### config.mk
export PLATFORM = sky130hd
export DESIGN_NAME = io_uart
export DESIGN_NICKNAME = d
export VERILOG_FILES = /design/src/rtl/io_uart.sv
export SDC_FILE = /design/constraint.sdc
export NUM_CORES = 1
export LEC_CHECK = 0
export CORE_UTILIZATION = 55
export CTS_CLUSTER_DIAMETER = 150
export CTS_CLUSTER_SIZE = 10
export DETAILED_ROUTE_END_ITERATION = 16
export DONT_BUFFER_PORTS = 1
export GPL_TIMING_DRIVEN = 1
export PLACE_DENSITY = 0.82
export SYNTH_ARGS = -nofsm -noshare
export SYNTH_HDL_FRONTEND = slang
export SYNTH_SLANG_ARGS = --single-unit
### constraint.sdc
create_clock -name clk -period 2.6 [get_ports clk]
set_input_delay 0 -clock clk [delete_from_list [all_inputs] [get_ports clk]]
set_output_delay 0 -clock clk [all_outputs]
set_load 0.01 [all_outputs]
### src/rtl/io_uart.sv
// io_uart: memory-mapped 8N1 UART with a TX FIFO and an optional receiver.
// DATA register at BASE, STATUS register at BASE+1.
// The receiver is present only when macro IO_UART_RX_EN is defined.
module io_uart #(
  parameter logic [15:0] BASE         = 16'h2000,
  parameter int unsigned CLKDIV       = 434,
  parameter int unsigned TXDEPTH_LOG2 = 2
) (
  input  logic        clk,
  input  logic        reset,
  input  logic [15:0] io_addr,
  input  logic [15:0] io_data_w,
  output logic [15:0] io_data_r,
  input  logic        io_re,
  input  logic        io_we,
  output logic        uart_tx,
  input  logic        uart_rx
);

  localparam int unsigned DEPTH     = 1 << TXDEPTH_LOG2;
  localparam int unsigned CW        = TXDEPTH_LOG2 + 1;
  localparam logic [15:0] STAT_ADDR = BASE + 16'd1;
  localparam logic [15:0] BIT_END   = 16'(CLKDIV - 1);
  localparam logic [15:0] HALF_END  = 16'(CLKDIV / 2 - 1);

  typedef enum logic [1:0] {TX_IDLE, TX_START, TX_DATA, TX_STOP} tx_state_e;

  logic       wr_data_sel;
  logic       push;
  logic       pop;
  logic       tx_full;
  logic       tx_idle;
  logic       fifo_empty;
  logic [7:0] rx_data;
  logic       rx_valid;
  logic       rx_ovr;
  logic       frm_err;
  logic [7:0] unused_w;

  assign unused_w    = io_data_w[15:8];
  assign wr_data_sel = io_we && (io_addr == BASE);

  // TX FIFO storage and control
  logic [7:0]              mem_q [DEPTH];
  logic [TXDEPTH_LOG2-1:0] wr_ptr_q, wr_ptr_d, rd_ptr_q, rd_ptr_d;
  logic [CW-1:0]           count_q, count_d;

  assign tx_full    = (count_q == CW'(DEPTH));
  assign fifo_empty = (count_q == '0);
  // a pop in the same cycle frees a slot, so a full FIFO still accepts
  assign push       = wr_data_sel && (!tx_full || pop);

  // FIFO pointer and occupancy update
  always_comb begin
    wr_ptr_d = wr_ptr_q;
    rd_ptr_d = rd_ptr_q;
    count_d  = count_q;
    if (push) wr_ptr_d = wr_ptr_q + 1'b1;
    if (pop)  rd_ptr_d = rd_ptr_q + 1'b1;
    case ({push, pop})
      2'b10:   count_d = count_q + 1'b1;
      2'b01:   count_d = count_q - 1'b1;
      default: count_d = count_q;
    endcase
  end

  // FIFO control registers
  always_ff @(posedge clk or posedge reset) begin
    if (reset) begin
      wr_ptr_q <= '0;
      rd_ptr_q <= '0;
      count_q  <= '0;
    end else begin
      wr_ptr_q <= wr_ptr_d;
      rd_ptr_q <= rd_ptr_d;
      count_q  <= count_d;
    end
  end

  // FIFO data array (contents are don't-care while empty)
  always_ff @(posedge clk) begin
    if (push) mem_q[wr_ptr_q] <= io_data_w[7:0];
  end

  // Transmitter
  tx_state_e   tx_state_q, tx_state_d;
  logic [15:0] tx_cnt_q, tx_cnt_d;
  logic [2:0]  tx_bit_q, tx_bit_d;
  logic [7:0]  tx_sh_q, tx_sh_d;
  logic        tx_q, tx_d;

  assign uart_tx = tx_q;
  assign tx_idle = (tx_state_q == TX_IDLE) && fifo_empty;

  // TX next state; line level is computed one cycle ahead so it is registered
  always_comb begin
    tx_state_d = tx_state_q;
    tx_cnt_d   = tx_cnt_q;
    tx_bit_d   = tx_bit_q;
    tx_sh_d    = tx_sh_q;
    tx_d       = tx_q;
    pop        = 1'b0;
    case (tx_state_q)
      TX_IDLE: begin
        tx_d = 1'b1;
        if (!fifo_empty) begin
          pop        = 1'b1;
          tx_sh_d    = mem_q[rd_ptr_q];
          tx_state_d = TX_START;
          tx_cnt_d   = '0;
          tx_bit_d   = '0;
          tx_d       = 1'b0;
        end
      end
      TX_START: begin
        if (tx_cnt_q == BIT_END) begin
          tx_cnt_d   = '0;
          tx_state_d = TX_DATA;
          tx_d       = tx_sh_q[0];
        end else begin
          tx_cnt_d = tx_cnt_q + 1'b1;
        end
      end
      TX_DATA: begin
        if (tx_cnt_q == BIT_END) begin
          tx_cnt_d = '0;
          if (tx_bit_q == 3'd7) begin
            tx_state_d = TX_STOP;
            tx_d       = 1'b1;
          end else begin
            tx_bit_d = tx_bit_q + 1'b1;
            tx_sh_d  = {1'b0, tx_sh_q[7:1]};
            tx_d     = tx_sh_q[1];
          end
        end else begin
          tx_cnt_d = tx_cnt_q + 1'b1;
        end
      end
      TX_STOP: begin
        if (tx_cnt_q == BIT_END) begin
          tx_cnt_d   = '0;
          tx_state_d = TX_IDLE;
        end else begin
          tx_cnt_d = tx_cnt_q + 1'b1;
        end
      end
      default: begin
        tx_state_d = TX_IDLE;
        tx_d       = 1'b1;
      end
    endcase
  end

  // TX state registers; reset forces the line high immediately
  always_ff @(posedge clk or posedge reset) begin
    if (reset) begin
      tx_state_q <= TX_IDLE;
      tx_cnt_q   <= '0;
      tx_bit_q   <= '0;
      tx_sh_q    <= '0;
      tx_q       <= 1'b1;
    end else begin
      tx_state_q <= tx_state_d;
      tx_cnt_q   <= tx_cnt_d;
      tx_bit_q   <= tx_bit_d;
      tx_sh_q    <= tx_sh_d;
      tx_q       <= tx_d;
    end
  end

`ifdef IO_UART_RX_EN
  typedef enum logic [1:0] {RX_IDLE, RX_START, RX_DATA, RX_STOP} rx_state_e;

  logic        wr_stat_sel;
  logic        rd_data_sel;
  logic        rx_s1_q, rx_s2_q, rx_prev_q;
  rx_state_e   rx_state_q, rx_state_d;
  logic [15:0] rx_cnt_q, rx_cnt_d;
  logic [2:0]  rx_bit_q, rx_bit_d;
  logic [7:0]  rx_sh_q, rx_sh_d;
  logic [7:0]  rx_data_q, rx_data_d;
  logic        rx_valid_q, rx_valid_d;
  logic        rx_ovr_q, rx_ovr_d;
  logic        frm_err_q, frm_err_d;
  logic        rx_done;
  logic        rx_ferr;

  assign wr_stat_sel = io_we && (io_addr == STAT_ADDR);
  assign rd_data_sel = io_re && (io_addr == BASE);
  assign rx_data     = rx_data_q;
  assign rx_valid    = rx_valid_q;
  assign rx_ovr      = rx_ovr_q;
  assign frm_err     = frm_err_q;

  // two-flop synchronizer plus a delayed copy for falling-edge detection
  always_ff @(posedge clk or posedge reset) begin
    if (reset) begin
      rx_s1_q   <= 1'b1;
      rx_s2_q   <= 1'b1;
      rx_prev_q <= 1'b1;
    end else begin
      rx_s1_q   <= uart_rx;
      rx_s2_q   <= rx_s1_q;
      rx_prev_q <= rx_s2_q;
    end
  end

  // RX next state and status flag update
  always_comb begin
    rx_state_d = rx_state_q;
    rx_cnt_d   = rx_cnt_q;
    rx_bit_d   = rx_bit_q;
    rx_sh_d    = rx_sh_q;
    rx_done    = 1'b0;
    rx_ferr    = 1'b0;
    case (rx_state_q)
      RX_IDLE: begin
        if (rx_prev_q && !rx_s2_q) begin
          rx_state_d = RX_START;
          rx_cnt_d   = '0;
        end
      end
      RX_START: begin
        if (rx_cnt_q == HALF_END) begin
          rx_cnt_d   = '0;
          rx_bit_d   = '0;
          rx_state_d = rx_s2_q ? RX_IDLE : RX_DATA;
        end else begin
          rx_cnt_d = rx_cnt_q + 1'b1;
        end
      end
      RX_DATA: begin
        if (rx_cnt_q == BIT_END) begin
          rx_cnt_d = '0;
          rx_sh_d  = {rx_s2_q, rx_sh_q[7:1]};
          if (rx_bit_q == 3'd7) rx_state_d = RX_STOP;
          else                  rx_bit_d   = rx_bit_q + 1'b1;
        end else begin
          rx_cnt_d = rx_cnt_q + 1'b1;
        end
      end
      RX_STOP: begin
        if (rx_cnt_q == BIT_END) begin
          rx_cnt_d   = '0;
          rx_state_d = RX_IDLE;
          rx_done    = rx_s2_q;
          rx_ferr    = !rx_s2_q;
        end else begin
          rx_cnt_d = rx_cnt_q + 1'b1;
        end
      end
      default: rx_state_d = RX_IDLE;
    endcase
    // a completing frame overrides a same-cycle DATA read without flagging overrun
    rx_data_d  = rx_done ? rx_sh_q : rx_data_q;
    rx_valid_d = rx_done || (rx_valid_q && !rd_data_sel);
    rx_ovr_d   = (rx_ovr_q && !wr_stat_sel) || (rx_done && rx_valid_q && !rd_data_sel);
    frm_err_d  = (frm_err_q && !wr_stat_sel) || rx_ferr;
  end

  // RX state and status registers
  always_ff @(posedge clk or posedge reset) begin
    if (reset) begin
      rx_state_q <= RX_IDLE;
      rx_cnt_q   <= '0;
      rx_bit_q   <= '0;
      rx_sh_q    <= '0;
      rx_data_q  <= '0;
      rx_valid_q <= 1'b0;
      rx_ovr_q   <= 1'b0;
      frm_err_q  <= 1'b0;
    end else begin
      rx_state_q <= rx_state_d;
      rx_cnt_q   <= rx_cnt_d;
      rx_bit_q   <= rx_bit_d;
      rx_sh_q    <= rx_sh_d;
      rx_data_q  <= rx_data_d;
      rx_valid_q <= rx_valid_d;
      rx_ovr_q   <= rx_ovr_d;
      frm_err_q  <= frm_err_d;
    end
  end
`else
  logic [1:0] unused_rx;

  assign unused_rx = {uart_rx, io_re};
  assign rx_data   = '0;
  assign rx_valid  = 1'b0;
  assign rx_ovr    = 1'b0;
  assign frm_err   = 1'b0;
`endif

  // register read mux, purely combinational from the address
  always_comb begin
    io_data_r = '0;
    if (io_addr == BASE)           io_data_r = {8'h00, rx_data};
    else if (io_addr == STAT_ADDR) io_data_r = {11'b0, frm_err, rx_ovr, rx_valid, tx_idle, tx_full};
  end

endmodule

# Word level (Yosys, flattened, before mapping)
# Memory sizes are Yosys's and may differ from the RTL's.
# Index checks and enable logic that the tools add are counted.
# W data, S select, Z words.
# word_totals
ff_bits	37
n_memories	1
word_cells	74
ramBits	32
rom_bits	0
output_inout_bits	17
input_bits	37
latch_bits	0
# memory_table
memory	depth	width	read_ports	rd_clocked_by_memory_dff	wr	line	text
mem_q	4	8	1	0	1	44	logic [7:0] mem_q [DEPTH];
# classes
n_addsub	6
order_cmp	0
mul	0
n_reduce_logical	14
div	0
muxes	29
shifts	0
n_eq_ne	16
n_bitwise	0
# ops
operator	count
$eq A16 B14 Y1 const B	2
$mux W16	2
$pmux W16 S2	1
$mux W8	3
$add A16 B1 Y16 const B	1
$eq A16 B9 Y1 const B	1
$pmux W8 S2	1
$mux W2	7
$ne A2 B2 Y1 const B	6
$pmux W3 S2	2
$mux W3	3
$mux W1	8
$pmux W2 S4	1
$add A3 B1 Y3 const B	2
$eq A2 B2 Y1 const B	3
$eq A3 B3 Y1 const B	2
$reduce_and A5 Y1	1
$add A2 B1 Y2 const B	2
$eq A2 B1 Y1 const B	2
$reduce_and A4 Y1	1
$reduce_bool A2 Y1	2
$logic_and A1 B1 Y1	3
$logic_not A3 Y1	1
$pmux W1 S3	1
other kinds (7)	7

# Depth between registers and ports, before layout
# depth
depth_word	7
mapped_depth	9

# Worst setup path before layout
# Ideal clock, no wire load.
# synth_path
kind	register to register
start	reg count_q[2]
end	reg count_q[2]
stages_incl_launch_ff	7
slack_ns	0.539
path_buffers	1
arrival_ns	1.945
synth_period_minus_slack_ns	2.061
required_ns	2.484
cell_sequence	dfrtp_1 > buf_6 > o31ai_1 > nor2_1 > fa_1 > and3b_1 > o311ai_0
# synth_between
elab_chain_cells	7
# synth_rtl
element	line	text
start: declaration	46	logic [CW-1:0] count_q, count_d;
start signal: assignment	76	count_q <= count_d;
$logic_not A3 Y1	49	assign fifo_empty = (count_q == '0);
$mux W1	106	if (!fifo_empty) begin
$mux W1	103	case (tx_state_q)
$logic_or A1 B1 Y1	51	assign push = wr_data_sel && (!tx_full || pop);
$logic_and A1 B1 Y1	51	
$eq A2 B1 Y1 or $eq A2 B2 Y1 (tied branches)	60	case ({push, pop})
$pmux W3 S2 or $reduce_bool A2 Y1 (tied branches)	-	
# Several ways; a longest one is shown, not always the timed one.
# A chain may end at the register's enable or synchronous reset.

# Final worst setup path
# layout_path
start	reg count_q[0]
end	reg count_q[2]
# Same word-level chain as after synthesis.

==> summary.json <==
{
  "worst_setup_path": {
    "sum_of_buffers_and_inverters_on_the_critical_path": 0,
    "worst_path_slowest_cell": "sky130_fd_sc_hd__o31ai_1",
    "crit_type": "flip-flop to flip-flop",
    "required_time_of_the_critical_path_ns": 2.83,
    "worst-path-max-fanout": 6,
    "worst_path_largest_cell_delay_ns": 0.73,
    "kind_of_start_point_of_the_critical_path": "flip-flop",
    "cpLargestDelayFamily": "compound AO/OA/AOI/OAI gates",
    "cp_cell_sequence": "o31ai_1 -> nor2_1 -> fa_1 -> and3b_1 -> o311ai_0",
    "critPathCaptureType": "flip-flop",
    "cp.arrival_ns": 2.66
  },
  "clock_tree": {
    "clkSlewWorstSetupHoldPaths_ns": 0.08,
    "cts.path.max_buffers": 2,
    "clock_tree.root_cell": "sky130_fd_sc_hd__clkbuf_8",
    "tritoncts": "yes",
    "clock_sink_count": 69,
    "clkLatencyLatePin_ns": 0.35,
    "cts_htree_levels": 3,
    "cts_inserted_buffers": 9,
    "post-cts-setup-buffer-count": 0
  },
  "final_layout": {
    "fillCellCount": 443,
    "fin_area_sq_um": 3691,
    "area_delta_synth_final_pct": 8.696,
    "final_common_cell": "sky130_fd_sc_hd__dfrtp_1",
    "layout_common_cells": "sky130_fd_sc_hd__dfrtp_1, sky130_fd_sc_hd__edfxtp_1, sky130_fd_sc_hd__nor2_1",
    "multi_input_comb_area_sq_um": 1363,
    "antenna_fix_cells": 0,
    "fin_util": 0.6234,
    "seq_area_sq_um": 1888,
    "finish.net_count": 335,
    "final_layout_size_suffix_gt1_frac": 0.1285
  },
  "grt": {
    "groute.usage.overall": 0.2104,
    "grt_pass1_vias": 2015,
    "grt_max_degree": 38,
    "grt_pass1_wl_microns": 9611,
    "grt_overflow": 0,
    "initial_antenna_violation_count": 0
  },
  "sta": {
    "worstMarginPinSlew_ns": 0.7983,
    "setup_violations": 0,
    "final_critical_path_required_period_ns": 2.430,
    "fin_worst_skew_ns": 0.006992,
    "timing.hold.ws_ns": 0.2098,
    "max-slew-margin-rel": 0.4633,
    "grt_setup_unrepaired": "false",
    "post-route-worst-setup-slack_ns": 0.1699,
    "hold_viol": 0,
    "final_max_slew_viol_count": 0,
    "fin_setup_tns_ns": 0,
    "fmaxAchievable_ghz": 0.4115,
    "final_min_period_over_clock_period": 0.9347
  },
  "placed_design": {
    "gp_congestion": 0.7918,
    "io_buffer_count": 0,
    "postPlaceCellArea_sq_um": 3397,
    "dpl_worst_slack_ns": 0.2527,
    "post-dp-hpwl_microns": 3701
  },
  "routing": {
    "drt_pass1_iterations": 4,
    "finalWirelength_microns": 5896,
    "ant_nets": 0,
    "drcViolationCount": 0,
    "first_iter_violations": 103,
    "vias": 2040,
    "wire_per_inst_microns": 16.24,
    "via_per_inst": 5.620
  },
  "pwr": {
    "reported_leakage_power_nw": 1.535,
    "ir_drop_v": 0.0005810,
    "power-per-cell-area_nw_per_um2": 564.9
  },
  "synth": {
    "yosys_warnings": 0,
    "ys_seq_elements": 69,
    "synth-async-reset-ratio": 0.5362,
    "ys_seq_area_frac": 0.5560,
    "number_of_instances_in_the_synthesized_netlist": 269,
    "synthDistinctLibCells": 47,
    "synth-edff-count": 32,
    "avgSynthCellArea_sq_um": 12.62,
    "ys.flop_type": "sky130_fd_sc_hd__dfrtp_1",
    "syn_area_sq_um": 3396
  },
  "floorplanning": {
    "fp.coreArea_sq_um": 5921,
    "ioPinCount": 54,
    "dieWidth_microns": 80.58,
    "rows": 28,
    "floorplan.initialDensity": 0.5735,
    "die_area_sq_um": 6492,
    "floorplan.die.height_microns": 80.58
  },
  "worst_hold_path": {
    "holdCritPathClass": "primary input to async pin"
  },
  "job": {
    "max-cap-violations": 0
  },
  "status": {
    "run_status": "finished clean"
  }
}
-- Yosys cell counts (2+ instances only) --
master,number,share of area
sky130_fd_sc_hd__buf_2,2,0.0029
sky130_fd_sc_hd__nand4_1,5,0.0092
sky130_fd_sc_hd__o21ai_0,11,0.016
sky130_fd_sc_hd__and3_1,7,0.013
sky130_fd_sc_hd__nand2b_1,2,0.0037
sky130_fd_sc_hd__o31ai_1,2,0.0044
sky130_fd_sc_hd__mux2i_1,9,0.027
sky130_fd_sc_hd__nor4_1,4,0.0074
sky130_fd_sc_hd__nor3_1,4,0.0059
sky130_fd_sc_hd__mux4_2,8,0.053
sky130_fd_sc_hd__nand2_1,19,0.021
sky130_fd_sc_hd__nor2_1,23,0.025
sky130_fd_sc_hd__edfxtp_1,32,0.28
sky130_fd_sc_hd__nand3_1,10,0.015
sky130_fd_sc_hd__xor2_1,14,0.036
sky130_fd_sc_hd__and2_1,3,0.0055
sky130_fd_sc_hd__inv_1,8,0.0088
sky130_fd_sc_hd__mux2_2,4,0.013
sky130_fd_sc_hd__a21oi_1,3,0.0044
sky130_fd_sc_hd__buf_4,15,0.033
sky130_fd_sc_hd__clkbuf_1,2,0.0022
sky130_fd_sc_hd__xnor2_1,4,0.010
sky130_fd_sc_hd__dfrtp_1,36,0.27
sky130_fd_sc_hd__a22o_1,2,0.0052
sky130_fd_sc_hd__ha_1,14,0.052
sky130_fd_sc_hd__nor3b_1,2,0.0044
sky130_fd_sc_hd__nor4b_1,2,0.0052
sky130_fd_sc_hd__buf_6,3,0.0099
-- cells by family (layout without fill, tap and decap cells) --
kind of cell             Yosys count  in the layout  synth area share
buffers and inverters             30             36           0.05711
other                              1             14          0.001104
adder cells (fa/ha/maj)           15             15           0.05748
flip-flops                        69             69            0.5560
AND/OR/NAND/NOR                   91             91            0.1455
XOR/XNOR                          18             18           0.04643
AO/OA/AOI/OAI                     24             24           0.04348
multiplexers                      21             21           0.09285
-- layout make-up --
class                      count  area share
clock buffer                   9     0.03356
sequential                    69      0.5115
inverter                       8    0.008136
tap                           75     0.02542
clock inverter                 7     0.02169
multi-input combinational    183      0.3692
timing repair buffer          12     0.03051
-- state kept, by name, indices dropped and copies added (netlist names) --
| signal | count |
|---|---|
| mem_q | 32 |
| rd_ptr_q | 2 |
| tx_sh_q | 8 |
| tx_cnt_q | 16 |
| tx_bit_q | 3 |
| count_q | 3 |
| tx_state_q | 2 |
| wr_ptr_q | 2 |
| uart_tx | 1 |
-- power by group --
| group | internal (mW) | switching, mW |
|---|---|---|
| Sequential | 1.14 | 0.0000505 |
| Combinational | 0.0116 | 0.0270 |
| Clock | 0.456 | 0.449 |
-- final timing paths --
path	start	end	slack, ns	cells after the start
max in group asynchronous	reset	uart_tx$_DFFE_PP1P_	2.04	3
hold / removal	reset	tx_cnt_q[11]$_DFFE_PP0N_	0.21	3
min in group clk	io_we	count_q[2]$_DFFE_PP0P_	0.23	4
setup reg to reg	count_q[0]$_DFFE_PP0P_	count_q[2]$_DFFE_PP0P_	0.17	5
setup / recovery	count_q[0]$_DFFE_PP0P_	count_q[2]$_DFFE_PP0P_	0.17	5
hold reg to reg	tx_sh_q[0]$_DFFE_PP0P_	tx_sh_q[0]$_DFFE_PP0P_	0.48	2
-- routing by layer --
layer / global-route usage / part of all wire / vias to the layer above
li1: - / - / 968
met1: 0.2332 / 0.41 / 990
met2: 0.3686 / 0.52 / 67
met3: 0.06250 / 0.044 / 15
met4: 0.09643 / 0.025 / 0
met5: 0 / 0 / -
-- metrics by stage --
step / power (mW) / instances
floorplan: 1.199 / 282
global placement: 1.188 / 338
detailed placement: 1.189 / 338
CTS: 2.090 / 363
global route: 2.143 / 363
finish: 2.085 / 363
-- repair_timing --
| action | 4_1_cts | 5_1_grt |
|---|---|---|
| hold buffers | 9 | 0 |
| resized for setup | 0 | 0 |
| hold endpoints to repair | 68 | 0 |
-- tightest hold or removal path, delay by kind of cell --
family / cells / cell delay (ns)
buffers and inverters: 3 / 0.99
No activity file was read; power rests on OpenSTA's default activity.
